$ cat src/rtl/conv_enc_framer_if.sv
// Source-side handshake and decoder-facing symbol bus of the convolutional encoder framer.
// The master drives source bits and the underrun clear; the slave (the encoder) returns symbols and status.
interface conv_enc_framer_if;
    logic       din;
    logic       din_valid;
    logic       din_ready;
    logic [1:0] enc_out;
    logic       enc_valid;
    logic       frame_done;
    logic       underrun;
    logic       clr_underrun;

    modport master (
        output din,
        output din_valid,
        output clr_underrun,
        input  din_ready,
        input  enc_out,
        input  enc_valid,
        input  frame_done,
        input  underrun
    );

    modport slave (
        input  din,
        input  din_valid,
        input  clr_underrun,
        output din_ready,
        output enc_out,
        output enc_valid,
        output frame_done,
        output underrun
    );
endinterface

$ cat src/rtl/conv_enc_framer.sv
// Rate-1/2, K=4 convolutional encoder that frames FRAME_LEN source bits, flushes the trellis
// with three zero tail bits, then idles GAP_LEN cycles so the downstream Viterbi decoder sees enable drop.
//
// state | meaning
// IDLE  | waiting for the first bit of a frame; din_ready high
// DATA  | encoding source bits; a missing din_valid stalls the frame and flags underrun
// TAIL  | encoding the three zero flush bits; last one pulses frame_done
// GAP   | enc_valid low for GAP_LEN cycles before the next frame may start
module conv_enc_framer #(
    parameter int unsigned FRAME_LEN = 1024,
    parameter int unsigned GAP_LEN   = 2,
    parameter logic [3:0]  G0        = 4'b1111,
    parameter logic [3:0]  G1        = 4'b1101
) (
    input logic              clk,
    input logic              rst,
    conv_enc_framer_if.slave bus
);

    typedef enum logic [1:0] {
        IDLE = 2'd0,
        DATA = 2'd1,
        TAIL = 2'd2,
        GAP  = 2'd3
    } state_t;

    localparam logic [10:0] LAST_BIT  = 11'(FRAME_LEN - 1);
    localparam logic [10:0] LAST_TAIL = 11'd2;
    localparam logic [10:0] LAST_GAP  = 11'(GAP_LEN - 1);

    state_t      state_q, state_d;
    logic [2:0]  sr_q, sr_d;
    logic [10:0] bit_cnt_q, bit_cnt_d;
    logic [10:0] tail_cnt_q, tail_cnt_d;
    logic [10:0] gap_cnt_q, gap_cnt_d;
    logic [1:0]  enc_out_q, enc_out_d;
    logic        enc_valid_q, enc_valid_d;
    logic        frame_done_q, frame_done_d;
    logic        underrun_q, underrun_d;
    logic        rdy_en_q;
    logic        din_ready;
    logic        xfer;

    // Symbol is {c0, c1}; bit3 of each generator taps the newest bit.
    function automatic logic [1:0] encode(input logic b, input logic [2:0] sr);
        logic [3:0] reg4;
        reg4 = {b, sr};
        return {^(reg4 & G0), ^(reg4 & G1)};
    endfunction

    // Keeps din_ready low through reset and for the first cycle after release.
    always_ff @(posedge clk or negedge rst) begin
        if (!rst) begin
            rdy_en_q <= 1'b0;
        end else begin
            rdy_en_q <= 1'b1;
        end
    end

    assign din_ready      = rdy_en_q && ((state_q == IDLE) || (state_q == DATA));
    assign xfer           = din_ready && bus.din_valid;
    assign bus.din_ready  = din_ready;
    assign bus.enc_out    = enc_out_q;
    assign bus.enc_valid  = enc_valid_q;
    assign bus.frame_done = frame_done_q;
    assign bus.underrun   = underrun_q;

    always_ff @(posedge clk or negedge rst) begin
        if (!rst) begin
            state_q      <= IDLE;
            sr_q         <= 3'b000;
            bit_cnt_q    <= 11'd0;
            tail_cnt_q   <= 11'd0;
            gap_cnt_q    <= 11'd0;
            enc_out_q    <= 2'b00;
            enc_valid_q  <= 1'b0;
            frame_done_q <= 1'b0;
            underrun_q   <= 1'b0;
        end else begin
            state_q      <= state_d;
            sr_q         <= sr_d;
            bit_cnt_q    <= bit_cnt_d;
            tail_cnt_q   <= tail_cnt_d;
            gap_cnt_q    <= gap_cnt_d;
            enc_out_q    <= enc_out_d;
            enc_valid_q  <= enc_valid_d;
            frame_done_q <= frame_done_d;
            underrun_q   <= underrun_d;
        end
    end

    always_comb begin
        state_d      = state_q;
        sr_d         = sr_q;
        bit_cnt_d    = bit_cnt_q;
        tail_cnt_d   = tail_cnt_q;
        gap_cnt_d    = gap_cnt_q;
        enc_out_d    = enc_out_q;
        enc_valid_d  = 1'b0;
        frame_done_d = 1'b0;
        underrun_d   = underrun_q & ~bus.clr_underrun;

        unique case (state_q)
            IDLE: begin
                if (xfer) begin
                    enc_out_d   = encode(bus.din, sr_q);
                    enc_valid_d = 1'b1;
                    sr_d        = {bus.din, sr_q[2:1]};
                    bit_cnt_d   = 11'd1;
                    state_d     = DATA;
                end
            end
            DATA: begin
                if (xfer) begin
                    enc_out_d   = encode(bus.din, sr_q);
                    enc_valid_d = 1'b1;
                    sr_d        = {bus.din, sr_q[2:1]};
                    bit_cnt_d   = bit_cnt_q + 11'd1;
                    if (bit_cnt_q == LAST_BIT) begin
                        tail_cnt_d = 11'd0;
                        state_d    = TAIL;
                    end
                end else begin
                    // A stall mid-frame is a source underrun; set wins over a same-cycle clear.
                    underrun_d = 1'b1;
                end
            end
            TAIL: begin
                enc_out_d   = encode(1'b0, sr_q);
                enc_valid_d = 1'b1;
                sr_d        = {1'b0, sr_q[2:1]};
                tail_cnt_d  = tail_cnt_q + 11'd1;
                if (tail_cnt_q == LAST_TAIL) begin
                    frame_done_d = 1'b1;
                    gap_cnt_d    = 11'd0;
                    state_d      = GAP;
                end
            end
            GAP: begin
                enc_out_d = 2'b00;
                gap_cnt_d = gap_cnt_q + 11'd1;
                if (gap_cnt_q == LAST_GAP) begin
                    state_d = IDLE;
                end
            end
            default: begin
                state_d = IDLE;
            end
        endcase
    end

endmodule

$ cat src/flat_wrapper.sv
// flat-port wrapper written by rule: the top's interface ports become plain ports
module conv_enc_framer_flat 
#(
    parameter int unsigned FRAME_LEN = 1024,
    parameter int unsigned GAP_LEN   = 2,
    parameter logic [3:0]  G0        = 4'b1111,
    parameter logic [3:0]  G1        = 4'b1101
)
  (clk, rst, bus_din, bus_din_valid, bus_clr_underrun, bus_din_ready, bus_enc_out, bus_enc_valid, bus_frame_done, bus_underrun);
  conv_enc_framer_if bus_i ();
  input logic clk;
  input logic rst;
  input wire logic [$bits(bus_i.din)-1:0] bus_din;
  input wire logic [$bits(bus_i.din_valid)-1:0] bus_din_valid;
  input wire logic [$bits(bus_i.clr_underrun)-1:0] bus_clr_underrun;
  output wire logic [$bits(bus_i.din_ready)-1:0] bus_din_ready;
  output wire logic [$bits(bus_i.enc_out)-1:0] bus_enc_out;
  output wire logic [$bits(bus_i.enc_valid)-1:0] bus_enc_valid;
  output wire logic [$bits(bus_i.frame_done)-1:0] bus_frame_done;
  output wire logic [$bits(bus_i.underrun)-1:0] bus_underrun;
  assign bus_i.din = bus_din;
  assign bus_i.din_valid = bus_din_valid;
  assign bus_i.clr_underrun = bus_clr_underrun;
  assign bus_din_ready = bus_i.din_ready;
  assign bus_enc_out = bus_i.enc_out;
  assign bus_enc_valid = bus_i.enc_valid;
  assign bus_frame_done = bus_i.frame_done;
  assign bus_underrun = bus_i.underrun;
  conv_enc_framer #(.FRAME_LEN(FRAME_LEN), .GAP_LEN(GAP_LEN), .G0(G0), .G1(G1)) u_core (.clk(clk), .rst(rst), .bus(bus_i));
endmodule
$ cat config.mk
export PLATFORM = sky130hd
export DESIGN_NAME = conv_enc_framer_flat
export DESIGN_NICKNAME = d
export VERILOG_FILES = /design/src/rtl/conv_enc_framer_if.sv /design/src/rtl/conv_enc_framer.sv /design/src/flat_wrapper.sv
export SDC_FILE = /design/constraint.sdc
export NUM_CORES = 1
export LEC_CHECK = 0
export CORE_UTILIZATION = 56
export CTS_CLUSTER_DIAMETER = 150
export DETAILED_ROUTE_END_ITERATION = 10
export DONT_BUFFER_PORTS = 1
export GPL_TIMING_DRIVEN = 0
export PLACE_DENSITY_LB_ADDON = 0.25
export SETUP_SLACK_MARGIN = 0.02
export SKIP_LAST_GASP = 1
export SLEW_MARGIN = 20
export SYNTH_ARGS = -nofsm -noshare
export SYNTH_HDL_FRONTEND = slang
export SYNTH_SLANG_ARGS = --single-unit
export TNS_END_PERCENT = 5
$ cat constraint.sdc
create_clock -name clk -period 3.45 [get_ports clk]
set_input_delay 0.5175 -clock clk [delete_from_list [all_inputs] [get_ports clk]]
set_output_delay 0.5175 -clock clk [all_outputs]
set_load 0.05 [all_outputs]
# After elaboration in Yosys (flattened, before gate mapping)
# Cells that the tools add are included.
dict set report word_totals {
  ff_bits 44
  out_inout_bits 6
  word_cells 69
}
dict set report op_classes {
  addsub 3
  eq_ne 12
  n_mux 24
  n_bitwise 2
  reduce_logical 18
}
# cell count
set op_table {}
lappend op_table {{11-bit case mux with 2 select lines} 3}
lappend op_table {{11-bit two-way mux} 5}
lappend op_table {{11-bit by 1-bit adder with 11-bit output (second input constant)} 3}
lappend op_table {{4-bit XOR reduction} 4}
lappend op_table {{2-bit two-way mux} 6}
lappend op_table {{11-bit by 1-bit == test with 1-bit output (second input constant)} 1}
lappend op_table {{11-bit by 10-bit == test with 1-bit output (second input constant)} 1}
lappend op_table {{11-bit by 2-bit == test with 1-bit output (second input constant)} 1}
lappend op_table {{2-bit by 1-bit != test with 1-bit output (second input constant)} 5}
lappend op_table {{2-bit case mux with 4 select lines} 1}
lappend op_table {{2-bit nonzero test} 4}
lappend op_table {{2-bit case mux with 3 select lines} 1}
lappend op_table {{3-bit case mux with 2 select lines} 1}
lappend op_table {{3-bit AND reduction} 2}
lappend op_table {{1-bit two-way mux} 5}
lappend op_table {{5-bit AND reduction} 1}
lappend op_table {{2-bit == test (second input constant)} 2}
lappend op_table {{2-bit AND reduction} 2}
lappend op_table {{3-bit two-way mux} 1}
lappend op_table {{2-bit by 1-bit == test with 1-bit output (second input constant)} 1}
lappend op_table {{1-bit logical AND} 2}
lappend op_table {{2-bit logical NOT} 1}
lappend op_table {{2-bit != test (second input constant)} 1}
lappend op_table {{1-bit case mux with 2 select lines} 1}
lappend op_table {{4 further kinds} 4}

# Depth between registers and ports, before layout
# Gate-level depths: netlist of the first run.
dict set report logic_depth {
  depth_word 6
  ltp_mapped 9
}

# Least setup slack after synthesis of the first run
# No wires, ideal clock.
dict set report synth_path {
  path_type {register -> register}
  from {register u_core.bit_cnt_q[0]}
  to {register u_core.state_q[1]}
  setup_time_ps 125
  arrival_ps 2091
  required_ps 3325
  path_slack_ps 1234
  stages_incl_launch_ff 7
  n_path_buf 0
  cell_sequence {dfrtp_1 -> ha_1 -> nand4_1 -> or4_4 -> a221o_2 -> a21oi_1 -> mux2_2}
}
dict set report synth_between {
  elab_chain_len 3
}
# element line
set synth_lines {}
lappend synth_lines {{start: declaration} conv_enc_framer.sv:33} ;# logic [10:0] bit_cnt_q, bit_cnt_d;
lappend synth_lines {{start signal: assignment} conv_enc_framer.sv:82} ;# bit_cnt_q <= bit_cnt_d;
lappend synth_lines {{11-bit by 10-bit == test with 1-bit output} conv_enc_framer.sv:119} ;# if (bit_cnt_q == LAST_BIT) begin
lappend synth_lines {{2-bit != test (no line)} --}
lappend synth_lines {{5-bit AND reduction (no line)} --}
lappend synth_lines {{end signal: assignment} conv_enc_framer.sv:80} ;# state_q <= state_d;
lappend synth_lines {{end: declaration} conv_enc_framer.sv:31} ;# state_t state_q, state_d;
# No other way between the ends.
# A chain may end at the register's enable or synchronous reset.

# Worst setup path in the final report of the first run
dict set report layout_path {
  from {register u_core.state_q[1]}
  to {output port bus_din_ready}
}
dict set report layout_between {
  elab_chain_len 3
}
# element line
set layout_lines {}
lappend layout_lines {{2-bit by 1-bit == test with 1-bit output / 2-bit logical NOT (equally long branches)} conv_enc_framer.sv:60} ;# assign din_ready = rdy_en_q && ((state_q == IDLE) || (state_q == DATA));
lappend layout_lines {{1-bit logical OR *} conv_enc_framer.sv:60}
lappend layout_lines {{1-bit logical AND *} conv_enc_framer.sv:60}
lappend layout_lines {{end: declaration} flat_wrapper.sv:16} ;# output wire logic [$bits(bus_i.din_ready)-1:0] bus_din_ready;
# Mark *: on every way between the ends. The rest lies on a longest branch, timed or not.

==> flow_summary.toml, run 1 <==
[logic_synthesis]
synth_top_cell_area_share_pct = 45.4
ys_seq_elements = 44
synth_async_sr_flop_share_pct = 100
postSynthAreaPerCell_um2 = 9.37
synthTopCellsByCount = "dfrtp_1, nand2_1, o21ai_0"
synth_area_um2 = 2430
synth_nets = 274
yosysTopAreaCell = "dfrtp_1"
yosys_warnings = 0
synth-edff-count = 0
yosysMostFrequentCell = "dfrtp_1"
ys_seq_area_share_pct = 45.4
synth_area_leaders = "dfrtp_1, nand2_1, ha_1"
synth.distinct_cells = 47
syn_inst = 259
synth_flop_cell = "dfrtp_1"

[power_and_ir_drop]
p_per_area_nw_per_um2 = 802
leakagePower_uw = 0.00110
peakVddDrop_uv = 433

[setup_path]
worstPathRequired_ns = 2.93
ff2ff_path_depth = 9
worstSetupPathType = "flop to output port"
cp-end-kind = "output port"
worst-path-max-fanout = 8
cp.arrival_ns = 2.00
cp-start-kind = "flop"
r2r_setup_slack_ns = 0.94
r2r-end = "u_core.tail_cnt_q[3]$_DFFE_PN0P_"
r2r_start = "u_core.state_q[0]$_DFFE_PN0P_"

[clock_tree]
htree_num_levels = 2
root_buffer = "clkbuf_8"
clkSinkCount = 44
cts_buffer_depth = 2
cts_tree = "done"
path_clk_slew_ns = 0.08
post_cts_buffers = 0
cts_resized = 0
cts_buffers = 5
clk_latency_ns = 0.29

[run]
cap_violations = 0

[detailed_routing]
via_count = 1901
viasPerCell = 5.98
wirelength_um = 4650
first_pass_iters = 4
drc = 0
wl_per_cell_um = 14.6
drtIter0Drc = 131
drt.antenna.violating_nets = 0

[place]
dp_worst_setup_slack_ns = 0.935
port_buffers = 0
hpwl_um = 3250
gp_congestion = 0.819
placement.cell_area_um2 = 2490

[grt]
grt_pass1_vias = 1863
grt_max_degree = 45
grt_usage_pct = 24.2
grt_pass1_wl_um = 8260
overflow = 0
antenna_found_initial = 0

[floorplanning]
die-area_um2 = 4600
die_w_um = 67.8
core-area_um2 = 4090
rows = 23
start_util_pct = 59.4
die_y_um = 67.8
ios = 11

[final_layout]
multi_input_area_um2 = 1250
fin_area_um2 = 2620
final-seq-area_um2 = 1100
diodes = 0
final_nets = 282
syn_to_final_growth_pct = 7.84
drive_gt1_share_pct = 9.33
fill_cells = 334

[timing]
relSlewSlack_pct = 38.4
fin_ws_ns = 0.930
fin_skew_ns = 0.00694
fmax_mhz = 397
tns_ns = 0
tightest_slew_ns = 0.922
maxSlewViolCount = 0
setup_viol = 0
final-hold-violation-count = 0
whs_ns = 0.0621
min_period_over_period_pct = 73.0
rsz0062_at_grt = "false"
fin_crit_ns = 2.52

[hold_path]
hold_path.class = "input port to async pin"

[run_status]
status = "complete, no violations"
worst max-delay path by stage:
| stage | startpoint | to | slack (ns) |
|---|---|---|---|
| after global placement | u_core.state_q[0]$_DFFE_PN0P_ | u_core.tail_cnt_q[3]$_DFFE_PN0P_ | 1.0 |
| after global routing | u_core.state_q[0]$_DFFE_PN0P_ | u_core.tail_cnt_q[4]$_DFFE_PN0P_ | 0.68 |
| after detailed placement | u_core.state_q[0]$_DFFE_PN0P_ | u_core.tail_cnt_q[3]$_DFFE_PN0P_ | 0.94 |
| after floorplan | u_core.bit_cnt_q[0]$_DFFE_PN0P_ | u_core.state_q[1]$_DFFE_PN0P_ | 1.23 |
| final | u_core.state_q[1]$_DFFE_PN0P_ | bus_din_ready | 0.93 |
| after CTS | u_core.state_q[1]$_DFFE_PN0P_ | bus_din_ready | 0.91 |
cell usage in the layout (no fill, tap or decap), types with 7 or more instances in the layout:
cell | synthesis | final
a21oi_1 | 10 | 10
clkbuf_1 | 8 | 9
dfrtp_1 | 44 | 44
ha_1 | 10 | 10
inv_1 | 7 | 7
nand2_1 | 43 | 43
nand3_1 | 18 | 18
nor2_1 | 8 | 8
o21ai_0 | 19 | 19
power by group:
part           switching (µW)  internal [µW]  leakage, µW
Combinational             463            344     0.000487
Clock                     168            215    0.0000552
Sequential                241            669     0.000562
sequential cells by signal, summed over array words and instances (netlist names):
register and count:
u_core.tail_cnt_q 11, u_core.gap_cnt_q 11, u_core.rdy_en_q 1, u_core.bus.enc_valid 1
u_core.state_q 2, u_core.bus.frame_done 1, u_core.sr_q 3, u_core.bus.underrun 1
u_core.bit_cnt_q 11, u_core.bus.enc_out 2
final cells by class:
type,count,area share [%]
Buffer,10,1.77
Clock buffer,6,2.77
Clock inverter,2,1.34
Inverter,8,1.15
Multi-Input combinational cell,197,47.8
Sequential cell,44,42.1
Tap cell,50,2.39
Timing Repair Buffer,1,0.765
stage by stage:
stage	std cells	power [µW]	util, %
after CTS	318	2120	64.1
after global routing	318	2290	64.1
after floorplan	259	1530	-
after global placement	309	1690	60.9
after detailed placement	309	1710	60.9
final	318	2100	64.1
per-layer routing:
metal  vias to the layer above  track usage, %  wire (µm)
met5                         -               0          0
met4                         0            8.07         56
met3                         9            5.50        181
met2                        37            38.0       2090
met1                       895            32.9       2330
li1                        960               -          -
logic make-up (layout without fill, tap and decap cells):
group | after synthesis | in the layout | synth area share (%)
adders and majority gates | 10 | 10 | 5.15
DFF | 44 | 44 | 45.4
other | 1 | 1 | 0.154
buffers and inverters | 18 | 27 | 3.14
and+or+nand+nor | 116 | 116 | 24.8
xor gates and xnor gates | 6 | 6 | 2.16
AOI/OAI and AO/OA | 55 | 55 | 15.2
muxes | 9 | 9 | 4.02
critical path: stages, from the launching register on:
cell and delay [ns]:
dfrtp_1 0.42, inv_1 0.15, ha_1 0.16, buf_2 0.19
nor2_1 0.08, nor2b_1 0.72
what timing repair did:
| action | CTS | global route |
|---|---|---|
| hold buffers | 1 | 0 |
| setup endpoints to repair | 0 | 0 |
| endpoints found under the hold margin | 44 | 0 |
Note: power is estimated with default switching activity, not from simulation.
==> inputs of run 2 (changes only) <==
- clock period: 3.45 -> 2.3 ns (I/O delays scaled with it)
==> run 2 against run 1 <==
Net effect: the flow now finishes with violations (negative setup slack); non-clock buffer count is the same; power increased by 51%; core utilization rose by 0.28 points; global-route usage is 0.071 points lower; critical endpoint is now u_core.state_q[1]$_DFFE_PN0P_; largest cell class unchanged.
==> flow_summary.toml, run 2 (synthesized netlist as in run 1, its figures left out) <==
[timing]
fin_ws_ns = -0.0646
fin_skew_ns = 0.00680
setup_viol = 1
whs_ns = 0.145
relSlewSlack_pct = 52.9
maxSlewViolCount = 0
tightest_slew_ns = 0.701
rsz0062_at_grt = "true"
min_period_over_period_pct = 103
fmax_mhz = 423
fin_crit_ns = 2.36
final-hold-violation-count = 0
tns_ns = -0.0646

[run]
cap_violations = 0

[grt]
grt_max_degree = 45
grt_usage_pct = 24.1
antenna_found_initial = 0
overflow = 0
grt_pass1_vias = 1858
grt_pass1_wl_um = 8230

[clock_tree]
htree_num_levels = 2
cts_tree = "done"
root_buffer = "clkbuf_8"
cts_buffers = 5
clkSinkCount = 44
path_clk_slew_ns = 0.08
post_cts_buffers = 0
cts_buffer_depth = 2
clk_latency_ns = 0.29

[setup_path]
cpPeakStageDelay_ns = 0.54
cp_num_buf_inv = 0
worstSetupPathType = "flop to flop"
crit_chain = "ha_1 > nand4_1 > or4_4 > a221o_2 > a21oi_1 > mux2_2"
r2r_setup_slack_ns = -0.06
worst-path-max-fanout = 5
critPathTopFamily = "simple AND/OR/NAND/NOR gates"
cp-end-kind = "flop"
r2r_start = "u_core.bit_cnt_q[0]$_DFFE_PN0P_"
cp-start-kind = "flop"
worstPathRequired_ns = 2.48
critPathSlowestCell = "or4_4"
r2r-end = "u_core.state_q[1]$_DFFE_PN0P_"
cp.arrival_ns = 2.54
ff2ff_path_depth = 6

[floorplanning]
die-area_um2 = 4600
ios = 11
die_w_um = 67.8
start_util_pct = 59.4
core-area_um2 = 4090
rows = 23
die_y_um = 67.8

[place]
gp_congestion = 0.819
hpwl_um = 3250
port_buffers = 0

[power_and_ir_drop]
power.share.clock_pct = 18.2
seqPwrFrac_pct = 43.1
peakVddDrop_uv = 657
p_switching_uw = 1310
p_comb_share_pct = 38.6
p_per_area_nw_per_um2 = 1200
p_int_uw = 1850
swShare_pct = 41.6
leakagePower_uw = 0.00111

[final_layout]
syn_to_final_growth_pct = 8.30
final_common_cell = "dfrtp_1"
final_core_utilization_pct = 64.3
final-seq-area_um2 = 1100
fill_cells = 332
drive_gt1_share_pct = 10.4
multi_input_area_um2 = 1250
final_nets = 282
reg.largest.list = "u_core.bit_cnt_q x11, u_core.gap_cnt_q x11, u_core.tail_cnt_q x11"
final_cell_mix = "dfrtp_1, nand2_1, o21ai_0, nand3_1"
diodes = 0

[hold_path]
min_to = "u_core.bus.underrun$_DFF_PN0_"
holdCritStartpoint = "bus_clr_underrun"
hold_path.class = "input port to flop"
hold_depth = 1

[detailed_routing]
wirelength_um = 4660
drtIter0Drc = 111
drt.antenna.violating_nets = 0
wl_per_cell_um = 14.7
viasPerCell = 6.00
first_pass_iters = 4
via_count = 1908
drc = 0

[run_status]
violations = "negative setup slack"
status = "finished with violations"
## run 2: cell count changes in the layout (fill, tap and decap cells not counted)
cell | before | now
clkbuf_1 | 9 | 7
clkbuf_2 | 0 | 1
clkinv_1 | 1 | 0
clkinv_2 | 1 | 2
dlygate4sd3_1 | 0 | 1
nor2b_1 | 6 | 5
nor2b_2 | 0 | 1
## run 2: through the flow
step	setup WS, ns	cells	total power [µW]	instance area, µm²
3_5_place_dp	-0.215	309	2570	2490
3_3_place_gp	-0.153	309	2530	2490
4_1_cts	-0.0691	318	3180	2630
6_report	-0.0646	318	3160	2630
2_1_floorplan	0.0844	259	2300	2430
5_1_grt	-0.192	318	3450	2630
## run 2: worst register-to-register path, stage by stage, from the launching register on
cell and delay [ns]:
dfrtp_1 0.41, ha_1 0.24, nand4_1 0.11, or4_4 0.54
a221o_2 0.41, a21oi_1 0.18, mux2_2 0.36
## run 2: what timing repair did
item	CTS	global route
hold buffers	2	0
hold endpoints to repair	44	0
gates resized for setup	2	1
endpoints found under the setup margin	19	19
## run 2: final cells by class
cell class,instances,area share [%]
plain buffers,9,1.67
clock buffers,6,2.76
clock inverters,2,1.33
inverters,8,1.19
multi-input cells,197,47.6
flip-flops and latches,44,41.9
well taps,50,2.38
repair buffers,2,1.14
## run 2: routing by layer
metal  track usage [%]  vias up  part of all wire, %
met4              8.07        0                  1.2
met3              5.50        9                  3.8
li1                  -      956                    -
met2              37.9       36                   45
met5                 0        -                    0
met1              32.8      907                   50
## run 2: power by group through the flow
| stage | Clock (µW) | Sequential [µW] | Combinational [µW] |
|---|---|---|---|
| 2_1_floorplan | 0 | 1320 | 977 |
| 3_5_place_dp | 0 | 1370 | 1190 |
| 4_1_cts | 596 | 1360 | 1220 |
| 6_report | 577 | 1360 | 1220 |
| 5_1_grt | 627 | 1420 | 1400 |
| 3_3_place_gp | 0 | 1360 | 1170 |
## run 2: worst max-delay path by stage
stage          slack (ns)                       startpoint                               end  depth (start not counted)
6_report            -0.06  u_core.bit_cnt_q[0]$_DFFE_PN0P_     u_core.state_q[1]$_DFFE_PN0P_                          6
5_1_grt             -0.19  u_core.bit_cnt_q[0]$_DFFE_PN0P_     u_core.state_q[1]$_DFFE_PN0P_                          6
4_1_cts             -0.07  u_core.bit_cnt_q[0]$_DFFE_PN0P_     u_core.state_q[1]$_DFFE_PN0P_                          6
3_5_place_dp        -0.21    u_core.state_q[0]$_DFFE_PN0P_  u_core.tail_cnt_q[3]$_DFFE_PN0P_                          9
3_3_place_gp        -0.15    u_core.state_q[0]$_DFFE_PN0P_  u_core.tail_cnt_q[3]$_DFFE_PN0P_                          9
2_1_floorplan        0.08  u_core.bit_cnt_q[0]$_DFFE_PN0P_     u_core.state_q[1]$_DFFE_PN0P_                          6
==> inputs of run 3 (changes only) <==
- CORE_UTILIZATION: 56 -> 57
==> run 3 against run 2 <==
Net effect: the flow now finishes without violations; clock skew hardly changed; first-iteration DRC count is 9.9% lower; power increased by 3.6%; critical endpoint unchanged; final cell count rose by 0.94%; largest power group unchanged; non-clock buffer count up 3; die area shrank 1.7%; global-route usage up 0.089 points; sequential cell count unchanged; critical path type unchanged; via count is 1.4% higher; sequential power about the same; maximum frequency is 5.7% higher.
==> flow_summary.toml, run 3 (synthesized netlist as in run 1, its figures left out) <==
[place]
port_buffers = 0
dpl.cell_count = 309
placement.cell_area_um2 = 2490
gp_congestion = 0.818
hpwl_um = 3190

[grt]
grt_max_degree = 45
met3_usage_pct = 4.73
met1_usage_pct = 29.8
grt_pass1_wl_um = 8050
grt_usage_pct = 24.2
overflow = 0
grtUsageMet2_pct = 40.6
gr-max-usage-layer = "met2"
antenna_found_initial = 0
grt_pass1_vias = 1790

[setup_path]
worst-path-max-fanout = 4
worstSetupPathType = "flop to flop"
cp-end-kind = "flop"
r2r_setup_slack_ns = 0.06
cp.arrival_ns = 2.44
ff2ff_path_depth = 6
worstPathRequired_ns = 2.50
cp-start-kind = "flop"

[clock_tree]
root_buffer = "clkbuf_8"
cts_tree = "done"
htree_num_levels = 2
cts_buffer_depth = 2
cts_buffers = 5
path_clk_slew_ns = 0.09
clkSinkCount = 44
clk_latency_ns = 0.31

[power_and_ir_drop]
power.share.clock_pct = 18.8
p_comb_share_pct = 39.2
swShare_pct = 42.2
peakVddDrop_uv = 566
p_int_uw = 1890
leakagePower_uw = 0.00113
p_per_area_nw_per_um2 = 1220
seqPwrFrac_pct = 41.9
p_switching_uw = 1380

[floorplanning]
die_y_um = 67.3
rows = 23
core-area_um2 = 4060
die_w_um = 67.3
die-area_um2 = 4520
start_util_pct = 59.8
ios = 11

[final_layout]
final_cell_mix = "dfrtp_1, nand2_1, o21ai_0, nand3_1, a21oi_1"
syn_to_final_growth_pct = 11.1
diodes = 0
layout.cells.non_filler = 321
final_nets = 285
reg.largest.list = "u_core.bit_cnt_q x11, u_core.gap_cnt_q x11, u_core.tail_cnt_q x11"
drive_gt1_share_pct = 14.4
final_common_cell = "dfrtp_1"
fin_area_um2 = 2700

[detailed_routing]
first_pass_iters = 4
drt.antenna.violating_nets = 0
wirelength_um = 4710
drtIter0Drc = 100
drc = 0
wl_per_cell_um = 14.7
viasPerCell = 6.02
via_count = 1934

[timing]
setup_viol = 0
whs_ns = 0.124
maxSlewViolCount = 0
fin_crit_ns = 2.24
min_period_over_period_pct = 97.3
fmax_mhz = 447
relSlewSlack_pct = 56.1
tightest_slew_ns = 0.653
rsz0062_at_grt = "true"
fin_skew_ns = 0.00695
final-hold-violation-count = 0

[run_status]
status = "complete, no violations"

[hold_path]
hold_path.class = "input port to flop"
hold_depth = 1

[run]
cap_violations = 0
[run 3: changes by cell type in the layout (fill, tap and decap cells not counted), sizes merged]
cell | previous run | this run
clkinvlp | 0 | 1
buf | 3 | 6
clkinv | 2 | 1
inv | 7 | 8
clkbuf | 13 | 12
[run 3: power groups by stage]
| stage | clock, µW | combinational [µW] | sequential [µW] |
|---|---|---|---|
| floorplan | 0 | 977 | 1320 |
| global placement | 0 | 1170 | 1370 |
| detailed placement | 0 | 1200 | 1370 |
| CTS | 632 | 1240 | 1360 |
| global route | 664 | 1460 | 1420 |
| finish | 617 | 1290 | 1370 |
[run 3: path summary, 6_finish.rpt]
check | startpoint | endpoint
worst max register to register | u_core.bit_cnt_q[1]$_DFFE_PN0P_ | u_core.state_q[1]$_DFFE_PN0P_
worst max-delay path | u_core.bit_cnt_q[1]$_DFFE_PN0P_ | u_core.state_q[1]$_DFFE_PN0P_
worst min register to register | u_core.bit_cnt_q[7]$_DFFE_PN0P_ | u_core.bit_cnt_q[7]$_DFFE_PN0P_
worst min-delay path | bus_clr_underrun | u_core.bus.underrun$_DFF_PN0_
max in group asynchronous | rst | u_core.tail_cnt_q[2]$_DFFE_PN0P_
min in group asynchronous | rst | u_core.sr_q[2]$_DFFE_PN0P_
[run 3: worst max-delay path, stage by stage, from the launching register on]
cell and delay (ns):
dfrtp_1 0.40, ha_2 0.21, nand4_1 0.11, or4_4 0.55
a221o_2 0.39, a21oi_2 0.13, mux2_2 0.34
[run 3: final cells by class]
| cell class | instances | area (µm²) |
|---|---|---|
| buffer | 9 | 45.0 |
| clock buffer | 5 | 68.8 |
| clock inverter | 3 | 46.3 |
| fill | 315 | 1360 |
| inverter | 8 | 31.3 |
| multi-input combinational | 197 | 1290 |
| sequential | 44 | 1100 |
| tap | 50 | 62.6 |
| timing repair buffer | 5 | 52.6 |
[run 3: routing by layer]
| metal | vias to the layer above | share of wire [%] |
|---|---|---|
| met1 | 928 | 49 |
| met3 | 8 | 2.9 |
| li1 | 968 | - |
| met2 | 30 | 46 |
| met5 | - | 0 |
| met4 | 0 | 2.0 |
[run 3: repair_timing]
action	4_1_cts	5_1_grt
setup buffers	0	3
endpoints found under the setup margin	19	14
endpoints found under the hold margin	44	0
pin swaps	0	2
hold buffers	2	0
resized for setup	4	8
[run 3: per-stage QoR]
step           power (µW)  utilization [%]  setup TNS, ns  setup WS (ns)
2_1_floorplan        2300                -              0         0.0844
3_3_place_gp         2540             61.4          -1.46         -0.153
3_5_place_dp         2570             61.4          -1.79         -0.208
4_1_cts              3230             65.0        -0.0550        -0.0550
5_1_grt              3540             66.5        -0.0144        -0.0144
6_report             3280             66.5              0         0.0620
